==> src/rtl/hall_pattern_gen_pkg.sv <==
// Shared actuator definitions: Hall ring ordering, reset code and generator states.
// The Hall position decoder uses the same ring, so both sides agree on direction.
package hall_pattern_gen_pkg;

    localparam int         HALL_RING_LEN   = 6;
    localparam logic [2:0] HALL_RESET_CODE = 3'b001;

    localparam logic [2:0] HALL_CODE_0 = 3'b001;
    localparam logic [2:0] HALL_CODE_1 = 3'b011;
    localparam logic [2:0] HALL_CODE_2 = 3'b010;
    localparam logic [2:0] HALL_CODE_3 = 3'b110;
    localparam logic [2:0] HALL_CODE_4 = 3'b100;
    localparam logic [2:0] HALL_CODE_5 = 3'b101;

    typedef enum logic [1:0] {
        ST_IDLE = 2'd0,
        ST_RUN  = 2'd1,
        ST_FIN  = 2'd2
    } gen_state_e;

    // Ring index to Hall code; an out-of-range index maps to the reset code.
    function automatic logic [2:0] hall_code(input logic [2:0] idx);
        logic [2:0] code;
        case (idx)
            3'd0:    code = HALL_CODE_0;
            3'd1:    code = HALL_CODE_1;
            3'd2:    code = HALL_CODE_2;
            3'd3:    code = HALL_CODE_3;
            3'd4:    code = HALL_CODE_4;
            3'd5:    code = HALL_CODE_5;
            default: code = HALL_RESET_CODE;
        endcase
        return code;
    endfunction

    // Next ring index, modulo the ring length, in either direction.
    function automatic logic [2:0] ring_next(input logic [2:0] idx, input logic bwd);
        logic [2:0] nxt;
        if (bwd)
            nxt = (idx == 3'd0) ? 3'(HALL_RING_LEN - 1) : idx - 3'd1;
        else
            nxt = (idx == 3'(HALL_RING_LEN - 1)) ? 3'd0 : idx + 3'd1;
        return nxt;
    endfunction

endpackage

==> src/rtl/hall_ring_step.sv <==
// Mod-6 Hall ring walker: advances one position per step and registers the Hall code.
module hall_ring_step
    import hall_pattern_gen_pkg::*;
(
    input  logic       clk,
    input  logic       reset_n,
    input  logic       i_step,
    input  logic       i_bwd,
    output logic [2:0] o_hall
);

    logic [2:0] r_idx;
    logic [2:0] r_hall;
    logic [2:0] w_idx_next;

    // Neighbouring ring index in the requested direction.
    always_comb begin
        w_idx_next = ring_next(r_idx, i_bwd);
    end

    // Index and code move together so the output is a plain register.
    always_ff @(posedge clk or negedge reset_n) begin
        if (!reset_n) begin
            r_idx  <= 3'd0;
            r_hall <= HALL_RESET_CODE;
        end else if (i_step) begin
            r_idx  <= w_idx_next;
            r_hall <= hall_code(w_idx_next);
        end
    end

    assign o_hall = r_hall;

endmodule

==> src/rtl/hall_pattern_gen.sv <==
// Hall pattern generator: walks a virtual rotor to a commanded target, one Hall edge per period.
//
//   state | meaning
//   IDLE  | ready for a command; outputs hold
//   RUN   | period counter running, one step each time it expires
//   FIN   | target reached; done pulses for this cycle
module hall_pattern_gen
    import hall_pattern_gen_pkg::*;
#(
    parameter int POS_W = 32,
    parameter int PER_W = 16
) (
    input  logic             clk,
    input  logic             reset_n,
    input  logic             cmd_valid,
    output logic             cmd_ready,
    input  logic [POS_W-1:0] cmd_target,
    input  logic [PER_W-1:0] cmd_period,
    input  logic             stop,
    output logic [2:0]       hall,
    output logic [POS_W-1:0] position,
    output logic             busy,
    output logic             done
);

    gen_state_e       r_state;
    logic [POS_W-1:0] r_position;
    logic [POS_W-1:0] r_target;
    logic [PER_W-1:0] r_period;
    logic [PER_W-1:0] r_cnt;
    logic             r_ready;
    logic             r_busy;
    logic             r_done;

    logic [PER_W-1:0] w_period_eff;
    logic [POS_W-1:0] w_accept_diff;
    logic [POS_W-1:0] w_diff;
    logic             w_bwd;
    logic             w_step;
    logic [POS_W-1:0] w_pos_next;

    // Direction from the signed modular distance; the exact half range counts as backward.
    always_comb begin
        w_period_eff  = (cmd_period == '0) ? PER_W'(1) : cmd_period;
        w_accept_diff = cmd_target - r_position;
        w_diff        = r_target - r_position;
        w_bwd         = w_diff[POS_W-1];
        w_step        = (r_state == ST_RUN) && !stop && (r_cnt == '0);
        w_pos_next    = w_bwd ? (r_position - POS_W'(1)) : (r_position + POS_W'(1));
    end

    // Sequencing FSM with period counter, position register and registered status outputs.
    always_ff @(posedge clk or negedge reset_n) begin
        if (!reset_n) begin
            r_state    <= ST_IDLE;
            r_position <= '0;
            r_target   <= '0;
            r_period   <= '0;
            r_cnt      <= '0;
            r_ready    <= 1'b1;
            r_busy     <= 1'b0;
            r_done     <= 1'b0;
        end else begin
            r_done <= 1'b0;
            case (r_state)
                ST_IDLE: begin
                    if (cmd_valid && r_ready) begin
                        r_target <= cmd_target;
                        r_period <= w_period_eff;
                        r_cnt    <= w_period_eff - PER_W'(1);
                        r_ready  <= 1'b0;
                        if (w_accept_diff == '0) begin
                            r_state <= ST_FIN;
                            r_done  <= 1'b1;
                        end else begin
                            r_state <= ST_RUN;
                            r_busy  <= 1'b1;
                        end
                    end
                end
                ST_RUN: begin
                    if (stop) begin
                        // Abort leaves hall and position where they are.
                        r_state <= ST_IDLE;
                        r_busy  <= 1'b0;
                        r_ready <= 1'b1;
                    end else if (r_cnt == '0) begin
                        r_position <= w_pos_next;
                        r_cnt      <= r_period - PER_W'(1);
                        if (w_pos_next == r_target) begin
                            r_state <= ST_FIN;
                            r_busy  <= 1'b0;
                            r_done  <= 1'b1;
                        end
                    end else begin
                        r_cnt <= r_cnt - PER_W'(1);
                    end
                end
                ST_FIN: begin
                    r_state <= ST_IDLE;
                    r_ready <= 1'b1;
                end
                default: begin
                    r_state <= ST_IDLE;
                    r_busy  <= 1'b0;
                    r_ready <= 1'b1;
                end
            endcase
        end
    end

    hall_ring_step u_ring (
        .clk     (clk),
        .reset_n (reset_n),
        .i_step  (w_step),
        .i_bwd   (w_bwd),
        .o_hall  (hall)
    );

    assign cmd_ready = r_ready;
    assign position  = r_position;
    assign busy      = r_busy;
    assign done      = r_done;

endmodule

==> config.mk <==
export PLATFORM = sky130hd
export DESIGN_NAME = hall_pattern_gen
export DESIGN_NICKNAME = d
export VERILOG_FILES = /design/src/rtl/hall_pattern_gen_pkg.sv /design/src/rtl/hall_ring_step.sv /design/src/rtl/hall_pattern_gen.sv
export SDC_FILE = /design/constraint.sdc
export NUM_CORES = 1
export LEC_CHECK = 0
export BUFFER_PORTS_ARGS = -buffer_cell sky130_fd_sc_hd__buf_2
export CAP_MARGIN = 20
export CORE_AREA = 2 2 122 154
export DETAILED_ROUTE_END_ITERATION = 7
export DIE_AREA = 0 0 124 156
export PLACE_DENSITY = 0.9
export SKIP_CTS_REPAIR_TIMING = 1
export SLEW_MARGIN = 20
export SYNTH_ARGS = -nofsm -noshare
export SYNTH_HDL_FRONTEND = slang
export SYNTH_SLANG_ARGS = --single-unit
==> constraint.sdc <==
create_clock -name clk -period 16.8 [get_ports clk]
set_clock_uncertainty 0.1 [all_clocks]
set_input_delay 0.84 -clock clk [delete_from_list [all_inputs] [get_ports clk]]
set_output_delay 0.84 -clock clk [all_outputs]
set_load 0.005 [all_outputs]
Word-level counts from Yosys, hierarchy flattened
Cells that the tools add are included.

$add $sub $neg: 9. Bitwise logic cells: 2. Eq/ne operators: 15. Mux-type cells: 31. Reduce and logical (&&, ||, !) cells: 16.

Operators with widths (number): 16-bit 2-to-1 mux (4); 32-bit subtractor (2); 16-bit by 1-bit subtractor with 16-bit output, second input constant (3); 32-bit by 1-bit adder with 32-bit output, second input constant (1); 32-bit equality test (1); 16-bit zero test (2); 32-bit zero test (1); 32-bit 2-to-1 mux (1); 16-bit one-hot mux with 2 select lines (1); 32-bit by 1-bit subtractor with 32-bit output, second input constant (1); 3-bit one-hot mux with 5 select lines (1); 1-bit 2-to-1 mux (12); 2-bit 2-to-1 mux (5); 3-bit equality test, second input constant (3); 3-bit 2-to-1 mux (3); 3-bit AND reduction (3); 2-bit inequality test, second input constant (4); 3-bit by 2-bit equality test with 1-bit output, second input constant (2); 3-bit by 2-bit inequality test with 1-bit output, second input constant (2); 5-bit AND reduction (1); 1-bit one-hot mux with 2 select lines (2); 2-bit one-hot mux with 2 select lines (1); 2-bit AND reduction (2); 3-bit by 1-bit adder with 3-bit output, second input constant (1); other kinds (11) (14).

Bits in registers: 107. Output and inout bits: 38. Word-level logic and storage cells: 83.

Depth between registers and ports, before layout
Word-level depth: 7. Depth in mapped cells: 21. Gate-level depth less buffers: 20.

Hierarchy
Synthesis repeated with hierarchy kept, for this count alone.

Cell total of the unflattened synthesis: 1370. Area total of the unflattened synthesis: 10537.6 sq um.

Modules (own cells, without submodules): hall_pattern_gen (cells each 1320, sequential area each 2528.7 sq um, instances 1, area an instance 10103.4 sq um); hall_ring_step (cells each 50, sequential area each 151.4 sq um, instances 1, area an instance 434.2 sq um).

Least setup slack after synthesis
No wires, ideal clock.

Path kind: register to register. Start: reg r_position[14], in the netlist position[14]. End: reg r_done, in the netlist done. Setup slack: 10405 ps. Stages on the path, launching flop included: 21. Required time: 16599 ps. Buffers on the path: 1. Clock period less this slack: 6395 ps. Data arrival time: 6194 ps. Cell sequence: dfrtp_1 -> inv_1 -> ha_1 -> and2_0 -> a221o_1 -> a221oi_1 -> o21ai_0 -> a211oi_1 -> xnor2_1 -> clkbuf_1 -> ha_1 -> a21o_1 -> a21oi_4 -> a31oi_4 -> a2111oi_4 -> xor2_1 -> a221o_1 -> nor4b_2 -> nand4_1 -> or4_1 -> o32ai_1.

Word-level cells in the longest chain between the ends: 7.

RTL lines: from (decl) (RTL line hall_pattern_gen.sv:27) `logic [POS_W-1:0] r_position;`; from (signal assigned) (RTL line hall_pattern_gen.sv:88) `r_position <= w_pos_next;`; 32-bit subtractor (tied with other cells) (RTL line hall_pattern_gen.sv:46) `w_diff = r_target - r_position;`; 32-bit 2-to-1 mux (RTL line hall_pattern_gen.sv:49) `w_pos_next = w_bwd ? (r_position - POS_W'(1)) : (r_position + POS_W'(1));`; 32-bit equality test (RTL line hall_pattern_gen.sv:90) `if (w_pos_next == r_target) begin`; 1-bit 2-to-1 mux (RTL line hall_pattern_gen.sv:90); 1-bit 2-to-1 mux (RTL line hall_pattern_gen.sv:87) `end else if (r_cnt == '0) begin`; 1-bit 2-to-1 mux (RTL line hall_pattern_gen.sv:82) `if (stop) begin`; 1-bit one-hot mux with 2 select lines (*) (RTL line hall_pattern_gen.sv:65) `case (r_state)`; to (signal assigned) (RTL line hall_pattern_gen.sv:62) `r_done <= 1'b0;`; to (signal assigned) (RTL line hall_pattern_gen.sv:64) `r_done <= 1'b0;`; to (signal assigned) (RTL line hall_pattern_gen.sv:93) `r_done <= 1'b1;`; to (decl) (RTL line hall_pattern_gen.sv:33) `logic r_done;`.

Mark *: on every way between the ends. The rest lies on a longest branch, timed or not. A chain may end at the register's enable or synchronous reset.

Worst setup path after layout
Start: reg r_position[8], in the netlist position[8]. End: reg r_done, in the netlist done.

The elaborated chain is that of the path after synthesis.

==> metrics.cfg <==
[run_status]
outcome=complete, no violations

[worst_setup_path]
rr_startpoint=position[8]$_DFFE_PN0P_
crit_top_cell=a21oi_1
max_stage_delay_ps=580
critical_path_class=register to register
path_delay_family=compound AO/OA/AOI/OAI gates
r2r.worst_path.cells=20
endpoint=done$_DFF_PN0_
crit_fanout=43
path_buf_inv=2
worstPathArrival_ps=7200
critPathLaunch=position[8]$_DFFE_PN0P_
path_depth=20
path_cells=inv_1, ha_1, and3_1, a221o_1, a21oi_1, o21ai_0, a211oi_1, xnor2_2, buf_4, ha_1, a21oi_1, o211ai_1, a21oi_1, nand2_2, xnor2_1, a221o_1, nor4b_2, nand4_1, or4_1, o32ai_1
required_ps=16960
rrSetupSlack_ps=9770
startpoint_type=register
r2r_end=done$_DFF_PN0_
cpMaxStageDelayCell=or4_1
critPathCaptureType=register

[sta]
hold_violations=0
rsz0062_at_grt=no
fin_setup_tns_ps=0
max_freq_mhz=142
max_slew_margin_pct=36.2
min_period_over_period_pct=41.8
setup_slack_ps=9770
finalCriticalPeriod_ps=7030
maxSlewViolCount=0
finalSetupViolCount=0
worst_pin_slew_ps=957

[yosys]
synth-async-reset-ratio_pct=100
yosys_warnings=0
ys_ff_latch=107
synth_edf_count=0
syn-cell-area_um2=10600
synthFlopType=dfrtp_1
syn_nets=1511
ys_seq_area_share_pct=25.3
avgSynthCellArea_um2=7.78
synthCells=1361
yosysUniqueCellTypes=89

[detailed_routing]
vias=10900
wl_um=35500
drc=0
first_pass_iters=6
viasPerCell=6.66
drt_iter0_markers=1046
wl_per_cell_um=21.6
ant_nets=0

[grt]
grt_pass1_wl_um=55100
grt_max_degree=77
antenna_found_initial=0
grt.overflow.total=0
grt_usage_pct=37.2
grt.busiest_layer=met2
grt_pass1_vias=10300
grt.met1_usage_pct=43.3
grt_use_met2_pct=60.9
use_met3_pct=6.69

[layout]
syn_to_final_growth_pct=8.22
antenna_cells=0
layout_common_cells=nand2_1, a21oi_1, dfrtp_1, ha_1
layout_commonest_cell=nand2_1
final_util_pct=64.1
postLayoutCellArea_um2=11500
final_nets=1557
drive_gt1_share_pct=10.9

[pwr]
irDropWorstVdd_mv=0.116
powerDensity_nw_per_um2=197
finalPower_mw=2.26
p_leak_nw=5.20

[clocking]
numClockSinks=107
cts_tree=built
clockBufferDepth=2
ctsRootBufferMaster=clkbuf_16
cts.clk_slew.worst_paths_ps=80
clk_latency_ps=370
cts_buffers=9
htreeDepth=3

[floorplanning]
num_io_pins=90
design.core.area_um2=17900
die-area_um2=19300
die_y_um=156
rows=55
die_width_um=124
start_util_pct=59.2

[min_path]
hold_path_class=input port to async pin

[placement]
post-dp-hpwl_um=27700
postPlaceCellArea_um2=11100
pre_cts_ws_ps=10010
place_congestion=1.04
port-buffer-count=89

[job]
maxCapViolations=0

## cell families after synthesis
kind of cell	after synthesis	share of synthesized area (%)
AO/OA/AOI/OAI	399	25.3
XOR/XNOR	84	7.88
adder cells (fa/ha/maj)	98	11.6
buffers and inverters	127	4.65
flip-flops	107	25.3
multiplexers	13	1.29
AND/OR/NAND/NOR	533	23.9
## where the power goes
part	internal, mW	switching (mW)	total, mW
Clock	0.107	0.117	0.224
Sequential	0.330	0.0933	0.423
Combinational	0.635	0.976	1.61
## synth_stat cells, drive strengths merged (7+ instances only)
cell type | number | area [um2]
a211oi | 17 | 128
mux2i | 8 | 80.1
a2111o | 7 | 78.8
o31ai | 9 | 67.6
inv | 66 | 248
a21o | 25 | 189
o22ai | 7 | 43.8
and3 | 12 | 75.1
and2 | 13 | 82.6
nand2 | 247 | 932
nor4 | 13 | 81.3
clkbuf | 46 | 173
a31o | 7 | 61.3
a31oi | 13 | 103
buf | 15 | 72.6
or3 | 7 | 43.8
nor3 | 21 | 110
nor2 | 88 | 330
xnor2 | 49 | 429
and4 | 7 | 61.3
nor3b | 7 | 57.6
nor2b | 11 | 68.8
a21oi | 116 | 596
o211ai | 15 | 113
a2111oi | 7 | 80.1
ha | 97 | 1210
dfrtp | 105 | 2630
o21ai | 88 | 448
nand2b | 21 | 131
a211o | 9 | 78.8
o2111ai | 11 | 96.3
nand3 | 29 | 145
xor2 | 28 | 245
o21a | 12 | 90.1
nand4 | 33 | 206
## registers in the layout, indices dropped and copies added, names as in the netlist
signal and flops:
position 32, r_target 32, r_cnt 16, r_period 16, u_ring.o_hall 3, u_ring.r_idx 3, r_state 2, busy 1
cmd_ready 1, done 1
## per-stage QoR
stage | hold slack (ps) | std cells
floorplan | 346 | 1361
global placement | 357 | 1624
detailed placement | 363 | 1624
CTS | 328 | 1640
global route | 356 | 1640
finish | 309 | 1640
## worst reg2reg max path, stage by stage, from the launching register on
cell and delay [ps]:
dfrtp_1 410, inv_1 220, ha_1 290, and3_1 170, a221o_1 340, a21oi_1 200, o21ai_0 190, a211oi_1 570
xnor2_2 190, buf_4 460, ha_1 450, a21oi_1 400, o211ai_1 230, a21oi_1 470, nand2_2 250, xnor2_1 180
a221o_1 390, nor4b_2 380, nand4_1 130, or4_1 580, o32ai_1 320
## area by class of cell
type	instances	area [um2]
Timing Repair Buffer	96	500
Clock inverter	7	77.6
Inverter	66	248
Fill cell	1584	6430
Multi-Input combinational cell	1127	7440
Sequential cell	107	2680
Tap cell	228	285
Clock buffer	9	225
## routing by layer
layer | part of all wire, % | vias up
met2 | 46 | 576
met3 | 7.7 | 163
met4 | 8.4 | 0
li1 | - | 5047
met1 | 38 | 5139
met5 | 0 | -
## worst min-delay path by stage
stage,end,slack (ps),cells past startpoint
after global routing,r_target[10]$_DFFE_PN0P_,360,1
after CTS,position[11]$_DFFE_PN0P_,330,1
final,r_target[10]$_DFFE_PN0P_,310,1
after detailed placement,r_period[13]$_DFFE_PN0P_,360,2
after floorplan,r_period[15]$_DFFE_PN0P_,350,2
after global placement,u_ring.o_hall[2]$_DFFE_PN0P_,360,2
(Power assumes the default switching activity.)
